[config.mk]
export PLATFORM = sky130hd
export DESIGN_NAME = bus_cycle_sequencer
export DESIGN_NICKNAME = d
export VERILOG_FILES = /design/src/rtl/bus_cycle_sequencer.sv
export SDC_FILE = /design/constraint.sdc
export NUM_CORES = 1
export LEC_CHECK = 0
export ABC_AREA = 1
export BUFFER_PORTS_ARGS = -buffer_cell sky130_fd_sc_hd__clkbuf_2
export CELL_PAD_IN_SITES_DETAIL_PLACEMENT = 1
export CELL_PAD_IN_SITES_GLOBAL_PLACEMENT = 2
export CORE_ASPECT_RATIO = 1.75
export CORE_MARGIN = 1.5
export CORE_UTILIZATION = 26
export DETAILED_ROUTE_END_ITERATION = 8
export GPL_TIMING_DRIVEN = 0
export PLACE_DENSITY_LB_ADDON = 0.1
export SETUP_SLACK_MARGIN = 0.3
export SYNTH_ARGS = -nofsm -noshare
export SYNTH_HDL_FRONTEND = slang
export SYNTH_SLANG_ARGS = --single-unit
[constraint.sdc]
create_clock -name clk -period 1.7 [get_ports clk]
set_input_delay 0.085 -clock clk [delete_from_list [all_inputs] [get_ports clk]]
set_output_delay 0.085 -clock clk [all_outputs]
set_load 0.1 [all_outputs]
[src/rtl/bus_cycle_sequencer.sv]
// bus_cycle_sequencer: runs one 8088 bus cycle at a time against the AXI4-Lite
// master port, the internal ROM/RAM, or the LED register, and holds cpu_ready low
// until the access completes.
// Optional feature: define BUS_TIMEOUT_EN to add an AXI response watchdog
// (TIMEOUT_CYCLES) and a DRAIN state that retires the stuck transfer.
module bus_cycle_sequencer #(
  parameter logic [7:0] UNKNOWN_RDATA = 8'hFF
`ifdef BUS_TIMEOUT_EN
  , parameter int unsigned TIMEOUT_CYCLES = 1023
`endif
) (
  input  logic        clk,
  input  logic        reset_n,
  input  logic [2:0]  addr_type,
  input  logic [31:0] a32,
  input  logic        is_read,
  input  logic [7:0]  cpu_wdata,
  output logic [7:0]  cpu_rdata,
  output logic        cpu_ready,
  output logic [31:0] m_axi_awaddr,
  output logic        m_axi_awvalid,
  input  logic        m_axi_awready,
  output logic [31:0] m_axi_wdata,
  output logic [3:0]  m_axi_wstrb,
  output logic        m_axi_wvalid,
  input  logic        m_axi_wready,
  input  logic        m_axi_bvalid,
  output logic        m_axi_bready,
  output logic [31:0] m_axi_araddr,
  output logic        m_axi_arvalid,
  input  logic        m_axi_arready,
  input  logic [31:0] m_axi_rdata,
  input  logic        m_axi_rvalid,
  output logic        m_axi_rready,
  output logic        int_rom_en,
  output logic        int_ram_en,
  output logic        int_we,
  input  logic [7:0]  int_rdata,
  output logic [7:0]  led
);

  // Request-type encodings shared with the address converter (addr_map.svh).
  localparam logic [2:0] ADDR_TYPE_NOT_OP       = 3'd0;
  localparam logic [2:0] ADDR_TYPE_AXI          = 3'd1;
  localparam logic [2:0] ADDR_TYPE_INTERNAL_ROM = 3'd2;
  localparam logic [2:0] ADDR_TYPE_INTERNAL_RAM = 3'd3;
  localparam logic [2:0] ADDR_TYPE_INTERNAL_LED = 3'd4;

  typedef enum logic [2:0] {
    IDLE     = 3'd0,
    AXI_REQ  = 3'd1,
    AXI_RESP = 3'd2,
    INT_WAIT = 3'd3,
    DONE     = 3'd4
`ifdef BUS_TIMEOUT_EN
    , DRAIN  = 3'd5
`endif
  } state_t;

  state_t      state_q, state_d;
  logic [7:0]  cpu_rdata_q, cpu_rdata_d;
  logic        cpu_ready_q, cpu_ready_d;
  logic [31:0] awaddr_q, awaddr_d;
  logic        awvalid_q, awvalid_d;
  logic [31:0] wdata_q, wdata_d;
  logic [3:0]  wstrb_q, wstrb_d;
  logic        wvalid_q, wvalid_d;
  logic        bready_q, bready_d;
  logic [31:0] araddr_q, araddr_d;
  logic        arvalid_q, arvalid_d;
  logic        rready_q, rready_d;
  logic        int_rom_en_q, int_rom_en_d;
  logic        int_ram_en_q, int_ram_en_d;
  logic        int_we_q, int_we_d;
  logic [7:0]  led_q, led_d;
  logic [1:0]  lane_q, lane_d;   // byte lane of the latched address
  logic        rd_q, rd_d;       // latched is_read
`ifdef BUS_TIMEOUT_EN
  logic [31:0] timeout_cnt_q, timeout_cnt_d;
`endif

  // Next-state, handshake and output computation for the sequencer FSM.
  always_comb begin
    // NOTE: every variable gets a default here so no path through the case
    // statement can leave one unassigned and infer a latch.
    state_d      = state_q;
    cpu_rdata_d  = cpu_rdata_q;
    awaddr_d     = awaddr_q;
    wdata_d      = wdata_q;
    wstrb_d      = wstrb_q;
    araddr_d     = araddr_q;
    led_d        = led_q;
    lane_d       = lane_q;
    rd_d         = rd_q;
    int_rom_en_d = 1'b0;
    int_ram_en_d = 1'b0;
    int_we_d     = 1'b0;

    // AXI handshakes progress the same way in every state; when nothing is
    // outstanding these are no-ops. Each valid drops on its own ready, the
    // response ready rises once the address (and data) phase is complete.
    arvalid_d = arvalid_q & ~m_axi_arready;
    awvalid_d = awvalid_q & ~m_axi_awready;
    wvalid_d  = wvalid_q  & ~m_axi_wready;
    rready_d  = rready_q;
    bready_d  = bready_q;
    if (arvalid_q && m_axi_arready) rready_d = 1'b1;
    if ((awvalid_q || wvalid_q) && !awvalid_d && !wvalid_d) bready_d = 1'b1;
    if (rready_q && m_axi_rvalid) rready_d = 1'b0;
    if (bready_q && m_axi_bvalid) bready_d = 1'b0;

    case (state_q)
      IDLE: begin
        if (addr_type != ADDR_TYPE_NOT_OP) begin
          lane_d = a32[1:0];
          rd_d   = is_read;
          case (addr_type)
            ADDR_TYPE_AXI: begin
              state_d = AXI_REQ;
              if (is_read) begin
                araddr_d  = a32;
                arvalid_d = 1'b1;
              end else begin
                awaddr_d  = a32;
                wdata_d   = {4{cpu_wdata}};
                wstrb_d   = 4'b0001 << a32[1:0];
                awvalid_d = 1'b1;
                wvalid_d  = 1'b1;
              end
            end
            ADDR_TYPE_INTERNAL_ROM: begin
              int_rom_en_d = 1'b1;
              state_d      = INT_WAIT;
            end
            ADDR_TYPE_INTERNAL_RAM: begin
              int_ram_en_d = 1'b1;
              int_we_d     = ~is_read;
              state_d      = INT_WAIT;
            end
            ADDR_TYPE_INTERNAL_LED: begin
              led_d   = cpu_wdata;
              state_d = DONE;
            end
            default: begin  // unknown and unassigned encodings
              cpu_rdata_d = UNKNOWN_RDATA;
              state_d     = DONE;
            end
          endcase
        end
      end
      AXI_REQ: begin
        if (!arvalid_d && !awvalid_d && !wvalid_d) state_d = AXI_RESP;
      end
      AXI_RESP: begin
        if (rready_q && m_axi_rvalid) begin
          cpu_rdata_d = m_axi_rdata[{lane_q, 3'b000} +: 8];
          state_d     = DONE;
        end else if (bready_q && m_axi_bvalid) begin
          state_d = DONE;
        end
      end
      INT_WAIT: begin
        if (rd_q) cpu_rdata_d = int_rdata;
        state_d = DONE;
      end
      DONE: begin
        // Only a return to NOT_OP ends the cycle; a held request never retriggers.
        if (addr_type == ADDR_TYPE_NOT_OP) state_d = IDLE;
      end
`ifdef BUS_TIMEOUT_EN
      DRAIN: begin
        // Leave once the stuck transfer has retired and the CPU has ended its
        // cycle (now, or earlier while the drain was still pending).
        if (!arvalid_d && !rready_d && !awvalid_d && !wvalid_d && !bready_d &&
            (addr_type == ADDR_TYPE_NOT_OP || !cpu_ready_q))
          state_d = IDLE;
      end
`endif
      default: state_d = IDLE;
    endcase

`ifdef BUS_TIMEOUT_EN
    // Watchdog counts every cycle spent waiting on the AXI slave.
    timeout_cnt_d = 32'd0;
    if (state_q == AXI_REQ || state_q == AXI_RESP) begin
      timeout_cnt_d = timeout_cnt_q + 32'd1;
      if ((state_d == AXI_REQ || state_d == AXI_RESP) &&
          timeout_cnt_q == 32'(TIMEOUT_CYCLES - 1)) begin
        cpu_rdata_d = UNKNOWN_RDATA;
        state_d     = DRAIN;
      end
    end
`endif

    // READY is high in DONE; in DRAIN it is high until the CPU ends the cycle.
    cpu_ready_d = (state_d == DONE);
`ifdef BUS_TIMEOUT_EN
    if (state_d == DRAIN)
      cpu_ready_d = (state_q != DRAIN) ||
                    (cpu_ready_q && addr_type != ADDR_TYPE_NOT_OP);
`endif
  end

  // State and registered-output flops with asynchronous reset.
  always_ff @(posedge clk or negedge reset_n) begin
    if (!reset_n) begin
      state_q       <= IDLE;
      cpu_rdata_q   <= 8'h00;
      cpu_ready_q   <= 1'b0;
      awaddr_q      <= 32'h0;
      awvalid_q     <= 1'b0;
      wdata_q       <= 32'h0;
      wstrb_q       <= 4'h0;
      wvalid_q      <= 1'b0;
      bready_q      <= 1'b0;
      araddr_q      <= 32'h0;
      arvalid_q     <= 1'b0;
      rready_q      <= 1'b0;
      int_rom_en_q  <= 1'b0;
      int_ram_en_q  <= 1'b0;
      int_we_q      <= 1'b0;
      led_q         <= 8'h00;
      lane_q        <= 2'b00;
      rd_q          <= 1'b0;
`ifdef BUS_TIMEOUT_EN
      timeout_cnt_q <= 32'd0;
`endif
    end else begin
      // NOTE: non-blocking assignments so every flop samples the values that
      // existed before this edge, independent of statement order.
      state_q       <= state_d;
      cpu_rdata_q   <= cpu_rdata_d;
      cpu_ready_q   <= cpu_ready_d;
      awaddr_q      <= awaddr_d;
      awvalid_q     <= awvalid_d;
      wdata_q       <= wdata_d;
      wstrb_q       <= wstrb_d;
      wvalid_q      <= wvalid_d;
      bready_q      <= bready_d;
      araddr_q      <= araddr_d;
      arvalid_q     <= arvalid_d;
      rready_q      <= rready_d;
      int_rom_en_q  <= int_rom_en_d;
      int_ram_en_q  <= int_ram_en_d;
      int_we_q      <= int_we_d;
      led_q         <= led_d;
      lane_q        <= lane_d;
      rd_q          <= rd_d;
`ifdef BUS_TIMEOUT_EN
      timeout_cnt_q <= timeout_cnt_d;
`endif
    end
  end

  assign cpu_rdata     = cpu_rdata_q;
  assign cpu_ready     = cpu_ready_q;
  assign m_axi_awaddr  = awaddr_q;
  assign m_axi_awvalid = awvalid_q;
  assign m_axi_wdata   = wdata_q;
  assign m_axi_wstrb   = wstrb_q;
  assign m_axi_wvalid  = wvalid_q;
  assign m_axi_bready  = bready_q;
  assign m_axi_araddr  = araddr_q;
  assign m_axi_arvalid = arvalid_q;
  assign m_axi_rready  = rready_q;
  assign int_rom_en    = int_rom_en_q;
  assign int_ram_en    = int_ram_en_q;
  assign int_we        = int_we_q;
  assign led           = led_q;

endmodule
==> results.md <==
* Min-Delay Path Class: in -> reg
* CTS root buf: clkbuf_16
* Critical path arrival at 1750 ps
* Antenna Cells at 0
* Die Wd at 107 µm
* Yosys reg bits at 107
* Post-DP HPWL at 12100 µm
* Sequential area share after synthesis at 0.549
* Fin crit period at 1510 ps
* Iteration count of the initial detailed-routing pass at 4
* Starting density of the core at 0.264
* Hold path startpoint: m_axi_bvalid
* Layout Area Growth over Synthesis at 50.4%
* Final setup vio count at 0
* CP Capture Type: flop
* Fin crit share at 0.888
* Number of max-cap violations at 0
* Maximum clock rate at 662 MHz
* Crit Path Max Fanout at 10
* Worst hold stages at 4
* Share of layout cells above drive strength 1 at 0.385
* DR WL/cell at 14.5 µm
* Yosys warns at 0
* Worst clock skew at 14.0 ps
* Crit path from: state_q[2]$_DFF_PN0_
* Largest net degree at the start of global routing at 108
* Iter 0 DRT Violations at 122
* Residual DRC at 0
* Initial antenna violation count at 0
* Status: finished, final reports clean
* Critical path required time at 1940 ps
* Vias in the first global route at 5090
* Final core utilization at 0.397
* Routed vias/inst at 4.25
* CTS tree: built
* Final cell count without fillers at 1104
* Top Ports at 216
* Port Buffers at 215
* Final GP Congestion at 0.728
* Post-DRT Antenna Nets at 0
* RSZ-0062 raised after global routing: yes
* Setup tns final at 0 ps
* Gr usage total at 0.167
* CP startpoint kind: flop
* Cts bufs inserted at 9
* Origin of the critical flop-to-flop path: state_q[2]$_DFF_PN0_
* Register-to-register setup slack at 190 ps
* Fillers at 2268
* R2R depth at 8
* WHS at 42.1 ps
* DR vias at 4697
* H-tree levels at 3
* Synth cell types at 24
* Cells after Synth at 583
* Die Height at 184 µm
* Post-Syn Area per Cell at 8.37 µm²
* Sink Count at 107
* Placed insts at 1036
* First-pass GRT wire length at 25600 µm
* Grt total ovfl at 0
* Drt total wl at 16000 µm
* Crit Reg-Reg Endpoint: m_axi_wstrb[3]$_DFFE_PN0P_
* CTS max path bufs at 2
* Final hold violation count at 0
* CTS clk-pin slew, worst paths at 80 ps
* Total die area at 19600 µm²
* Clk Latency, worst-skew pair at 350 ps
* Netlist Area Pre-Place at 4880 µm²
* Max-slew headroom at 0.387
* FP Rows at 66
* Hold endpoint: m_axi_bready$_DFFE_PN0P_
* Core Area at 18500 µm²
* Pins Over Slew Limit at 0
* Final net count at 952
* Setup CP Type: reg -> reg
* Least-Margin Pin Slew at 920 ps
* Syn_nets at 674
worst max-delay path by stage:
stage / to / slack, ps / cells past startpoint
6_report: m_axi_wstrb[3]$_DFFE_PN0P_ / 190 / 8
5_1_grt: m_axi_wstrb[3]$_DFFE_PN0P_ / 130 / 8
4_1_cts: m_axi_araddr[0]$_DFFE_PN0P_ / 240 / 8
3_5_place_dp: cpu_rdata[4]$_DFFE_PN0P_ / -90 / 8
3_3_place_gp: m_axi_rready$_DFFE_PN0P_ / -1450 / 1
2_1_floorplan: m_axi_araddr[26]$_DFFE_PN0P_ / 310 / 8
cell families after synthesis:
logic type | synth area share
compound gates | 0.107
buf+inv | 0.139
flops | 0.549
simple gates | 0.205
cell usage after synthesis:
master    number  area [µm²]
buf_6          6        67.6
o21ai_2        6        52.6
nand2_4        1        11.3
nand4_2        1        12.5
a21oi_1        4        20.0
nand2_1      190         713
nand3b_1       4        30.0
clkbuf_1       6        22.5
nand3_2        2        20.0
dfrtp_1      107        2680
inv_2          5        18.8
nand3_1       25         125
o221ai_1       2        17.5
nor3_1         3        15.0
buf_2         10        50.1
buf_4         24         180
o211ai_1       2        15.0
nor4_1         1        6.26
o21ai_1       32         160
o21ai_0       51         255
nand2_2        2        12.5
inv_1         90         338
nor2_4         3        33.8
nor2_1         6        22.5
flip-flops by register name, indices dropped and copies added (netlist names), 2 cells and up:
register      count
m_axi_araddr     32
m_axi_awaddr     32
cpu_rdata         8
led               8
m_axi_wdata       8
m_axi_wstrb       4
state_q           3
lane_q            2
metrics by stage:
| step | cell area, µm² | worst slack, ps |
|---|---|---|
| 6_report | 7330 | 190 |
| 5_1_grt | 7330 | 135 |
| 3_3_place_gp | 6270 | -1450 |
| 4_1_cts | 7270 | 243 |
| 2_1_floorplan | 4900 | 312 |
| 3_5_place_dp | 6280 | -89.4 |
worst max-delay path, cell delays in order (launching register included):
cell     delay (ps)
dfrtp_2         450
nor2_4          150
nand2_4          90
nor2_4          130
nand2_4         130
buf_8           180
buf_6           150
nand2_1          60
nand2_1          50
cells in the final DEF, fill, tap and decap left out, types with 6 or more instances in the layout:
master         Yosys  layout
buf_6              6      14
nand2_1          190     186
inv_1             90      86
o21ai_0           51      40
clkbuf_4           0      24
o21ai_1           32      43
inv_2              5       6
dfrtp_2            0      14
clkbuf_2           0     190
nand3_1           25      22
dlygate4sd3_1      0      44
o21ai_2            6       6
clkbuf_16          0       9
dfrtp_1          107      92
buf_4             24      33
layout make-up:
cell class / instances / area [µm²] / area share
Multi-Input combinational cell: 335 / 1580 / 0.216
Tap cell: 238 / 298 / 0.0406
Sequential cell: 107 / 2700 / 0.368
Clock buffer: 9 / 225 / 0.0307
Timing Repair Buffer: 267 / 1650 / 0.225
Inverter: 95 / 365 / 0.0498
Buffer: 46 / 410 / 0.0560
Clock inverter: 7 / 103 / 0.0140
layer usage:
layer | part of all wire | global-route usage
met1 | 0.36 | 0.175
met2 | 0.57 | 0.331
met3 | 0.051 | 0.0368
met4 | 0.010 | 0.0373
met5 | 0 | 0
what timing repair did:
action,4_1_cts,5_1_grt
gates cloned,1,0
setup endpoints to repair,116,100
pin swaps,6,1
setup buffers,6,1
resized for setup,65,33
hold endpoints to repair,181,0
hold buffers,44,0
Power is not shown: default switching activity piles up to over one toggle a cycle in this logic, so the estimate is an artifact.
